## src/rtl/segway_pkg.sv

```systemverilog
// Shared Segway definitions: A2D scheduler states, ADC channel map and SPI command builder.
package segway_pkg;

    typedef enum logic [1:0] {
        IDLE  = 2'd0,
        XMIT1 = 2'd1,
        GAP   = 2'd2,
        XMIT2 = 2'd3
    } a2d_state_t;

    localparam logic [2:0] CH_LFT   = 3'd0;
    localparam logic [2:0] CH_RGHT  = 3'd4;
    localparam logic [2:0] CH_STEER = 3'd5;
    localparam logic [2:0] CH_BATT  = 3'd6;

    localparam int unsigned GAP_CYC = 4;
    localparam int unsigned GAP_W   = $clog2(GAP_CYC + 1);
    localparam int unsigned CMD_W   = 16;
    localparam int unsigned RES_W   = 12;

    // ADC128S control word: channel address in bits [13:11]
    function automatic logic [CMD_W-1:0] a2d_cmd(input logic [2:0] chan);
        return {2'b00, chan, 11'h000};
    endfunction

    function automatic logic [2:0] a2d_chan(input logic [1:0] ptr);
        case (ptr)
            2'd0:    return CH_LFT;
            2'd1:    return CH_RGHT;
            2'd2:    return CH_STEER;
            default: return CH_BATT;
        endcase
    endfunction

endpackage

```

## src/rtl/a2d_sched.sv

```systemverilog
// Round-robin ADC128S conversion scheduler driving an external SPI monarch
// (address transaction, idle gap, read transaction) and holding the latest results.
module a2d_sched
    import segway_pkg::*;
(
    input  logic        clk,
    input  logic        rst_n,
    input  logic        nxt,
    output logic        wrt,
    output logic [15:0] wt_data,
    input  logic        done,
    input  logic [15:0] rd_data,
    output logic        busy,
    output logic        conv_done,
    output logic [11:0] lft_ld,
    output logic [11:0] rght_ld,
    output logic [11:0] steer_pot,
    output logic [11:0] batt
);

    a2d_state_t       state, state_nxt;
    logic [1:0]       ptr, ptr_nxt;
    logic             pend, pend_nxt;
    logic [GAP_W-1:0] gap_cnt, gap_cnt_nxt;
    logic             wrt_nxt, conv_nxt, busy_nxt, ld_en;
    logic [CMD_W-1:0] wt_nxt;

    // Upper nibble of the SPI read word carries no conversion data
    logic unused_rd_hi;
    assign unused_rd_hi = ^rd_data[15:12];

    always_ff @(posedge clk or negedge rst_n) begin
        if (!rst_n) begin
            state     <= IDLE;
            ptr       <= 2'd0;
            pend      <= 1'b0;
            gap_cnt   <= '0;
            wrt       <= 1'b0;
            wt_data   <= '0;
            busy      <= 1'b0;
            conv_done <= 1'b0;
        end else begin
            state     <= state_nxt;
            ptr       <= ptr_nxt;
            pend      <= pend_nxt;
            gap_cnt   <= gap_cnt_nxt;
            wrt       <= wrt_nxt;
            wt_data   <= wt_nxt;
            busy      <= busy_nxt;
            conv_done <= conv_nxt;
        end
    end

    always_comb begin
        state_nxt   = state;
        ptr_nxt     = ptr;
        pend_nxt    = pend;
        gap_cnt_nxt = gap_cnt;
        wrt_nxt     = 1'b0;
        wt_nxt      = wt_data;
        conv_nxt    = 1'b0;
        ld_en       = 1'b0;

        case (state)
            IDLE: begin
                if (nxt || pend) begin
                    wrt_nxt   = 1'b1;
                    wt_nxt    = a2d_cmd(a2d_chan(ptr));
                    pend_nxt  = 1'b0;
                    state_nxt = XMIT1;
                end
            end
            XMIT1: begin
                if (nxt) pend_nxt = 1'b1;
                if (done) begin
                    gap_cnt_nxt = GAP_W'(GAP_CYC - 1);
                    state_nxt   = GAP;
                end
            end
            GAP: begin
                if (nxt) pend_nxt = 1'b1;
                if (gap_cnt == '0) begin
                    wrt_nxt   = 1'b1;
                    state_nxt = XMIT2;
                end else begin
                    gap_cnt_nxt = gap_cnt - GAP_W'(1);
                end
            end
            XMIT2: begin
                if (nxt) pend_nxt = 1'b1;
                if (done) begin
                    ld_en     = 1'b1;
                    conv_nxt  = 1'b1;
                    ptr_nxt   = ptr + 2'd1;
                    state_nxt = IDLE;
                end
            end
            default: state_nxt = IDLE;
        endcase

        // A queued request keeps busy asserted through the single IDLE cycle
        busy_nxt = (state_nxt != IDLE) || pend_nxt;
    end

    always_ff @(posedge clk or negedge rst_n) begin
        if (!rst_n) begin
            lft_ld    <= '0;
            rght_ld   <= '0;
            steer_pot <= '0;
            batt      <= '0;
        end else if (ld_en) begin
            case (ptr)
                2'd0:    lft_ld    <= rd_data[RES_W-1:0];
                2'd1:    rght_ld   <= rd_data[RES_W-1:0];
                2'd2:    steer_pot <= rd_data[RES_W-1:0];
                default: batt      <= rd_data[RES_W-1:0];
            endcase
        end
    end

endmodule

```

## config.mk

```make
export PLATFORM = sky130hd
export DESIGN_NAME = a2d_sched
export DESIGN_NICKNAME = d
export VERILOG_FILES = /design/src/rtl/segway_pkg.sv /design/src/rtl/a2d_sched.sv
export SDC_FILE = /design/constraint.sdc
export NUM_CORES = 1
export LEC_CHECK = 0
export ABC_AREA = 0
export BUFFER_PORTS_ARGS = -buffer_cell sky130_fd_sc_hd__buf_2
export CAP_MARGIN = 20
export CORE_MARGIN = 2
export CORE_UTILIZATION = 55
export CTS_BUF_LIST = sky130_fd_sc_hd__clkbuf_8
export DETAILED_ROUTE_END_ITERATION = 6
export GPL_ROUTABILITY_DRIVEN = 0
export PLACE_DENSITY_LB_ADDON = 0.25
export REMOVE_ABC_BUFFERS = 1
export SLEW_MARGIN = 20
export SYNTH_ARGS = -nofsm -noshare
export SYNTH_HDL_FRONTEND = slang
export SYNTH_SLANG_ARGS = --single-unit
```

## constraint.sdc

```tcl
create_clock -name clk -period 2.85 [get_ports clk]
set_clock_uncertainty 0.15 [all_clocks]
set_input_delay 0.285 -clock clk [delete_from_list [all_inputs] [get_ports clk]]
set_output_delay 0.285 -clock clk [all_outputs]
set_load 0.01 [all_outputs]
```

==> metrics.md, run 1 <==
| Metric | Value |
|---|---|
| Die width | `approximately 75 µm` |
| YS warnings | `0` |
| DP HPWL | `3250 µm` |
| Avg Cell Area, Syn | `15.7 µm²` |
| Mapped cell area | `2770 µm²` |
| TritonCTS Buffers | `9` |
| Unique masters post-synth | `27` |
| Hold crit path type | `in2reg` |
| Final Cycle Share | `between 60% and 70%` |
| Synthesized flop and latch total | `62` |
| Most frequent cells in the layout | `69 x buf_2, 62 x dfrtp_1, 40 x mux2_4, 13 x conb_1` |
| Vias per cell | `slightly below 5` |
| Iteration-0 DRC count of the detailed router | `85` |
| Synth-to-layout area growth | `19.5%` |
| Setup slack, reg-to-reg | `1.14 ns` |
| CP peak stage delay | `0.52 ns` |
| Die Area | `5620 µm²` |
| Share of layout cells above drive strength 1 | `55.3%` |
| 1st-pass router iterations | `4` |
| Vias | `1559` |
| Vias in the first global route | `1572` |
| Antenna Cells | `0` |
| Final Net Count | `276` |
| Post-route DRC | `0` |
| Worst EP required | `a little under 3 ns` |
| Clk_lat worst skew | `0.34 ns` |
| Worst Setup Path Type | `reg2reg` |
| Initial antenna violation count | `0` |
| Crit path max-delay family | `simple AND/OR/NAND/NOR gates` |
| CTS Buffer Depth | `2` |
| Buf/Inv on CP | `0` |
| Core area | `4790 µm²` |
| FP Rows | `25` |
| Max-slew violation count | `0` |
| CP cell instances | `and3_4, nand2_4, mux2_4` |
| CP max-delay cell | `dfrtp_1` |
| IO buf count | `69` |
| Crit Path Max Fanout | `12` |
| Status | `completed` |
| Total GRT Usage | `between 10% and 20%` |
| Max Freq | `0.585 GHz` |
| Crit path launch type | `flop` |
| RSZ-0062 raised after global routing | `false` |
| Post-Syn Instances | `176` |
| Max_cap viols | `0` |
| Post-synthesis sequential area ratio | `56.0%` |
| Setup violations, final | `0` |
| Pwr dens | `around 1200 nW/µm²` |
| Clock transition at the registers of the reported paths | `~0.07 ns` |
| Peak VDD IR | `0.643 mV` |
| Final ANT Viol Nets | `0` |
| Root Driver | `clkbuf_8` |
| Leakage Power | `1.84 nW` |
| Final WL | `5020 µm` |
| Commonest non-fill, non-tap cell in the layout | `buf_2` |
| Final Hold Vio Count | `0` |
| Worst setup EP type | `flop` |
| Fill cell count | `roughly 370` |
| Data arrival time of the worst path | `1.78 ns` |
| Die height | `75.0 µm` |
| Final min period | `1.71 ns` |
| Gr ovfl total | `0` |
| Largest net degree at the start of global routing | `63` |
| Io pins | `87` |
| CTS tree | `done` |
| CTS H-Tree Depth | `3` |
| Wire per inst | `approximately 16 µm` |
| Starting Density | `57.9%` |
| Global-route wire length before repair | `7780 µm` |
| Clock sinks | `a little over 60` |
| Fin Setup TNS | `0 ns` |
| Min Hold Slack | `0.0550 ns` |
stage by stage:
step	instance area (µm²)	std cells	setup slack, ns	util [%]	power (mW)
after floorplan	2630	168	1.33	-	2.47
after global placement	3080	305	1.15	64.3	2.95
after detailed placement	3080	305	1.12	64.3	3.00
after CTS	3310	322	1.13	69.2	3.89
after global routing	3310	322	1.07	69.2	4.07
final	3310	322	1.14	69.2	3.84
worst register-to-register path, delay by kind of cell, from the launching register on:
family | cells | cell delay (ns)
muxes | 1 | 0.35
and+or+nand+nor | 2 | 0.58
DFF | 1 | 0.52
cells by family after synthesis:
group / count (synthesis) / synth area share [%]
AOI/OAI and AO/OA: 13 / 2.98
xor gates and xnor gates: 2 / 0.632
adders and majority gates: 6 / 2.71
buffers and inverters: 26 / 7.58
DFF: 62 / 56.0
muxes: 51 / 26.1
other: 1 / 0.135
and+or+nand+nor: 15 / 3.88
registers in the layout, indices dropped and copies added, names as in the netlist:
name / flops
steer_pot: 12
rght_ld: 12
wrt: 1
wt_data: 3
conv_done: 1
busy: 1
gap_cnt: 3
lft_ld: 12
state: 2
ptr: 2
pend: 1
batt: 12
final cells by class:
type                       count  area (µm²)  share of cell area, %
sequential                    62        1550                   46.9
clock inverter                 6        85.1                   2.57
clock buffer                  10         138                   4.16
inverter                       6        22.5                  0.680
tap                           67        83.8                   2.53
timing repair buffer          71         375                   11.3
multi-input combinational    100        1050                   31.9
what timing repair did:
| action | in CTS | in global routing |
|---|---|---|
| setup buffers | 0 | 0 |
| gates resized for setup | 0 | 0 |
| hold buffers | 1 | 0 |
| endpoints found under the hold margin | 62 | 0 |
per-layer routing:
layer	vias to the layer above	global-route usage [%]	share of wire (%)
li1	723	-	-
met1	768	26.5	45
met2	60	28.4	47
met3	8	6.69	6.2
met4	0	7.14	1.5
met5	-	0	0
synthesized netlist by cell type:
library cell | instances | area (µm²)
nor2_1 | 3 | 11.3
conb_1 | 1 | 3.75
o21ai_0 | 5 | 25.0
inv_1 | 6 | 22.5
o221ai_1 | 2 | 17.5
buf_6 | 4 | 45.0
and3_4 | 1 | 11.3
ha_1 | 6 | 75.1
buf_2 | 1 | 5.00
nand3b_1 | 2 | 15.0
nand2b_1 | 1 | 6.26
o211ai_1 | 1 | 7.51
mux2_2 | 10 | 113
nor3_1 | 1 | 5.00
buf_4 | 13 | 97.6
o31ai_1 | 1 | 7.51
a21oi_1 | 2 | 10.0
mux2i_1 | 1 | 10.0
dfrtp_1 | 62 | 1550
nand2_4 | 4 | 45.0
a211oi_1 | 1 | 7.51
nor2b_1 | 1 | 6.26
nand2_1 | 2 | 7.51
xnor2_1 | 2 | 17.5
mux2_4 | 40 | 601
buf_12 | 2 | 40.0
a21o_1 | 1 | 7.51
final timing paths:
| check | start | endpoint | cells after the start |
|---|---|---|---|
| max in group asynchronous | rst_n | batt[3]$_DFFE_PN0P_ | 3 |
| min in group asynchronous | rst_n | lft_ld[5]$_DFFE_PN0P_ | 3 |
| min reg2reg | steer_pot[1]$_DFFE_PN0P_ | steer_pot[1]$_DFFE_PN0P_ | 1 |
| max | state[1]$_DFF_PN0_ | batt[9]$_DFFE_PN0P_ | 3 |
| max reg2reg | state[1]$_DFF_PN0_ | batt[9]$_DFFE_PN0P_ | 3 |
| min | nxt | busy$_DFF_PN0_ | 3 |
power by group:
part           leakage [nW]  switching (mW)  internal [mW]
Combinational         0.972           0.624          0.808
Sequential            0.761           0.261           1.29
Clock                 0.108           0.344          0.513
Power figures use the tool's default switching activity.
==> run 2, diff against run 1 <==
--- a/config.mk
+++ b/config.mk
@@ -5,11 +5,11 @@
 export SDC_FILE = /design/constraint.sdc
 export NUM_CORES = 1
 export LEC_CHECK = 0
-export ABC_AREA = 0
+export ABC_AREA = 1
 export BUFFER_PORTS_ARGS = -buffer_cell sky130_fd_sc_hd__buf_2
 export CAP_MARGIN = 20
 export CORE_MARGIN = 2
-export CORE_UTILIZATION = 55
+export CORE_UTILIZATION = 47
 export CTS_BUF_LIST = sky130_fd_sc_hd__clkbuf_8
 export DETAILED_ROUTE_END_ITERATION = 6
 export GPL_ROUTABILITY_DRIVEN = 0
==> constraint.sdc (replaced) <==
create_clock -name clk -period 1.5 [get_ports clk]
set_clock_uncertainty 0.15 [all_clocks]
set_input_delay 0.15 -clock clk [delete_from_list [all_inputs] [get_ports clk]]
set_output_delay 0.15 -clock clk [all_outputs]
set_load 0.01 [all_outputs]
==> run 2 against run 1 <==
- maximum frequency up 20%
- sequential power is 83% higher
- clock-buffer cell count unchanged
- sequential cell count unchanged
- total power up 69%
- critical path depth is 2 higher
- register-to-register slack lost 1.1 ns
- global-route usage down 1.4 points
- setup slack got worse by 1.1 ns
- die area rose by 11%
- first-iteration DRC count is 46% lower
- combinational power rose by 74%
- largest cell class unchanged
==> metrics.md, run 2 <==
| Metric | Value |
|---|---|
| Post-synthesis sequential area ratio | `58.7% (+2.7 points)` |
| Clock sinks | `62 (unchanged)` |
| Met3 Use GR | `3.07% (-3.6 points)` |
| Worst setup EP type | `flop` |
| Starting Density | `48.3% (-9.6 points)` |
| Final Power | `6.49 mW (+69%)` |
| Status | `completed` |
| Final Net Count | `375 (+36%)` |
| Synth Flop Type | `dfrtp_1` |
| Synthesized flop and latch total | `62 (unchanged)` |
| Cell Area, Placed | `2960 µm² (-3.9%)` |
| YS warnings | `0 (unchanged)` |
| Global-route wire length before repair | `8510 µm (+9.3%)` |
| Clk_lat worst skew | `0.32 ns (-0.02 ns)` |
| Commonest non-fill, non-tap cell in the layout | `nand2_1` |
| Final instance area | `3240 µm² (-2.1%)` |
| Iteration-0 DRC count of the detailed router | `46 (-46%)` |
| Root Driver | `clkbuf_8` |
| Synth cell count leaders | `76 x nand2_1, 62 x dfrtp_1, 37 x o21ai_1` |
| DP HPWL | `3360 µm (+3.4%)` |
| CTS Buffer Depth | `2 (unchanged)` |
| Largest net degree at the start of global routing | `52 (-17%)` |
| Max-slew violation count | `0 (unchanged)` |
| Final min period | `1.42 ns (-0.288 ns)` |
| Post-Syn Instances | `265 (+51%)` |
| Antenna Cells | `0 (unchanged)` |
| Final ANT Viol Nets | `0 (unchanged)` |
| Final Hold Vio Count | `0 (unchanged)` |
| Fin Setup TNS | `0 ns (unchanged)` |
| Met1 Use GR | `23.6% (-2.9 points)` |
| Wire per inst | `12.0 µm (-23%)` |
| Die height | `79 µm (+5.4%)` |
| Die width | `79 µm (+5.4%)` |
| Io pins | `87 (unchanged)` |
| Leakage Power | `1.82 nW (-1.1%)` |
| IO buf count | `69 (unchanged)` |
| Largest area contributor in the netlist | `dfrtp_1` |
| Met2 Usage GRT | `28.6% (+0.20 points)` |
| Ys async rst share | `100% (unchanged)` |
| Clock transition at the registers of the reported paths | `0.06 ns (about the same)` |
| Crit path launch type | `flop` |
| Gr ovfl total | `0 (unchanged)` |
| Synth top area share | `58.7% (+2.7 points)` |
| Vias per cell | `4.56 (-5.8%)` |
| Post-route DRC | `0 (unchanged)` |
| Core area | `5470 µm² (+14%)` |
| Pwr dens | `2000 nW/µm² (+72%)` |
| Initial antenna violation count | `0 (unchanged)` |
| Hold crit path type | `in2reg` |
| Die Area | `6240 µm² (+11%)` |
| Worst Setup Path Type | `reg2reg` |
| Synth-to-layout area growth | `22.6%` |
| Max_cap viols | `0 (unchanged)` |
| Final Cycle Share | `94.9% (+35 points)` |
| Worst EP required | `1.56 ns (-1.36 ns)` |
| Top cells by area, synth | `dfrtp_1 59%, nand2_1 11%, o21ai_1 7.0%` |
| Setup bufs post-CTS | `0 (unchanged)` |
| CTS H-Tree Depth | `3 (unchanged)` |
| Peak VDD IR | `0.955 mV (+49%)` |
| RSZ-0062 raised after global routing | `true` |
| Max Freq | `0.703 GHz (+20%)` |
| TritonCTS Buffers | `9 (unchanged)` |
| Vias in the first global route | `1835 (+17%)` |
| Setup violations, final | `0 (unchanged)` |
| 1st-pass router iterations | `4 (unchanged)` |
| Share of layout cells above drive strength 1 | `28.7% (-27 points)` |
| Min Hold Slack | `0.0153 ns (-0.0397 ns)` |
| Mapped cell area | `2640 µm² (-4.6%)` |
| Vias | `1934 (+24%)` |
| CTS tree | `done` |
| Unique masters post-synth | `17 (-37%)` |
| Total GRT Usage | `17.8% (-1.4 points)` |
| Data arrival time of the worst path | `1.48 ns (-0.30 ns)` |
| Most frequent cells in the layout | `76 x nand2_1, 69 x buf_2, 61 x dfrtp_1, 37 x o21ai_1, 30 x inv_1` |
| Gr busiest metal | `met2` |
| Most frequent cell after synthesis | `nand2_1` |
| FP Rows | `27 (+8.0%)` |
| Avg Cell Area, Syn | `9.98 µm² (-37%)` |
| Crit Path Max Fanout | `24 (+12)` |
| Post-synth EDFFs | `0 (unchanged)` |
| Final WL | `5100 µm (+1.6%)` |
[run 2: cell types whose count changed after synthesis, sizes merged, moves of 2 or more]
cell and delta:
nor2 +3, nand3 +7, mux2 -50, o221ai -2
nand3b -2, inv +22, a21oi -2, xnor2 -2
nand2 +75, o21ai +46
[run 2: stage by stage]
step | util (%) | setup slack [ns] | cells
2_1_floorplan | - | 0.240 | 256
3_3_place_gp | 54.0 | 0.101 | 398
3_5_place_dp | 54.0 | 0.0624 | 398
4_1_cts | 59.1 | 0.0459 | 424
5_1_grt | 59.2 | -0.00484 | 424
6_report | 59.2 | 0.0772 | 424
[run 2: path summary, 6_finish.rpt]
check | start | endpoint | slack, ns | depth (start not counted)
worst max-delay path | ptr[0]$_DFFE_PN0P_ | steer_pot[9]$_DFFE_PN0P_ | 0.08 | 5
worst min-delay path | rd_data[5] | lft_ld[5]$_DFFE_PN0P_ | 0.02 | 3
worst max register to register | ptr[0]$_DFFE_PN0P_ | steer_pot[9]$_DFFE_PN0P_ | 0.08 | 5
worst min register to register | steer_pot[4]$_DFFE_PN0P_ | steer_pot[4]$_DFFE_PN0P_ | 0.33 | 2
max in group asynchronous | rst_n | state[0]$_DFF_PN0_ | 0.53 | 3
min in group asynchronous | rst_n | rght_ld[10]$_DFFE_PN0P_ | 0.10 | 2
[run 2: per-layer routing]
layer  share of wire [%]  wire, µm
met3                 5.0       255
met4                 1.8        93
met5                   0         0
met1                  49      2480
met2                  45      2270
[run 2: cells by family after synthesis]
kind of cell / Yosys count / share of synthesized area (%)
flops: 62 / 58.7
other cells: 1 / 0.142
xor+xnor: 1 / 0.331
fa+ha+maj: 6 / 2.84
simple gates: 94 / 15.4
buf+inv: 50 / 11.4
compound gates: 51 / 11.2
[run 2: worst max-delay path, stage by stage, from the launching register on]
cell	delay, ns
dfrtp_1	0.40
inv_1	0.12
ha_1	0.29
nand2_8	0.17
nand2_1	0.12
o21ai_2	0.05
[run 2: repair_timing]
item                                    4_1_cts  5_1_grt
endpoints found under the setup margin        0       11
resized for setup                             0        2
hold buffers                                 12        0
endpoints found under the hold margin       100        0
[run 2: final cells by class]
class | count | area [µm²]
clock buffer | 10 | 138
clock inverter | 4 | 17.5
fill | 505 | 2230
inverter | 29 | 114
multi-input combinational | 165 | 845
sequential | 62 | 1550
tap | 72 | 90.1
timing repair buffer | 82 | 485
[run 2: power breakdown]
group	total (mW)	switching, mW	internal (mW)
clock	1.16	0.556	0.607
combinational	2.49	1.47	1.01
sequential	2.84	0.421	2.42
total	6.49	2.45	4.04
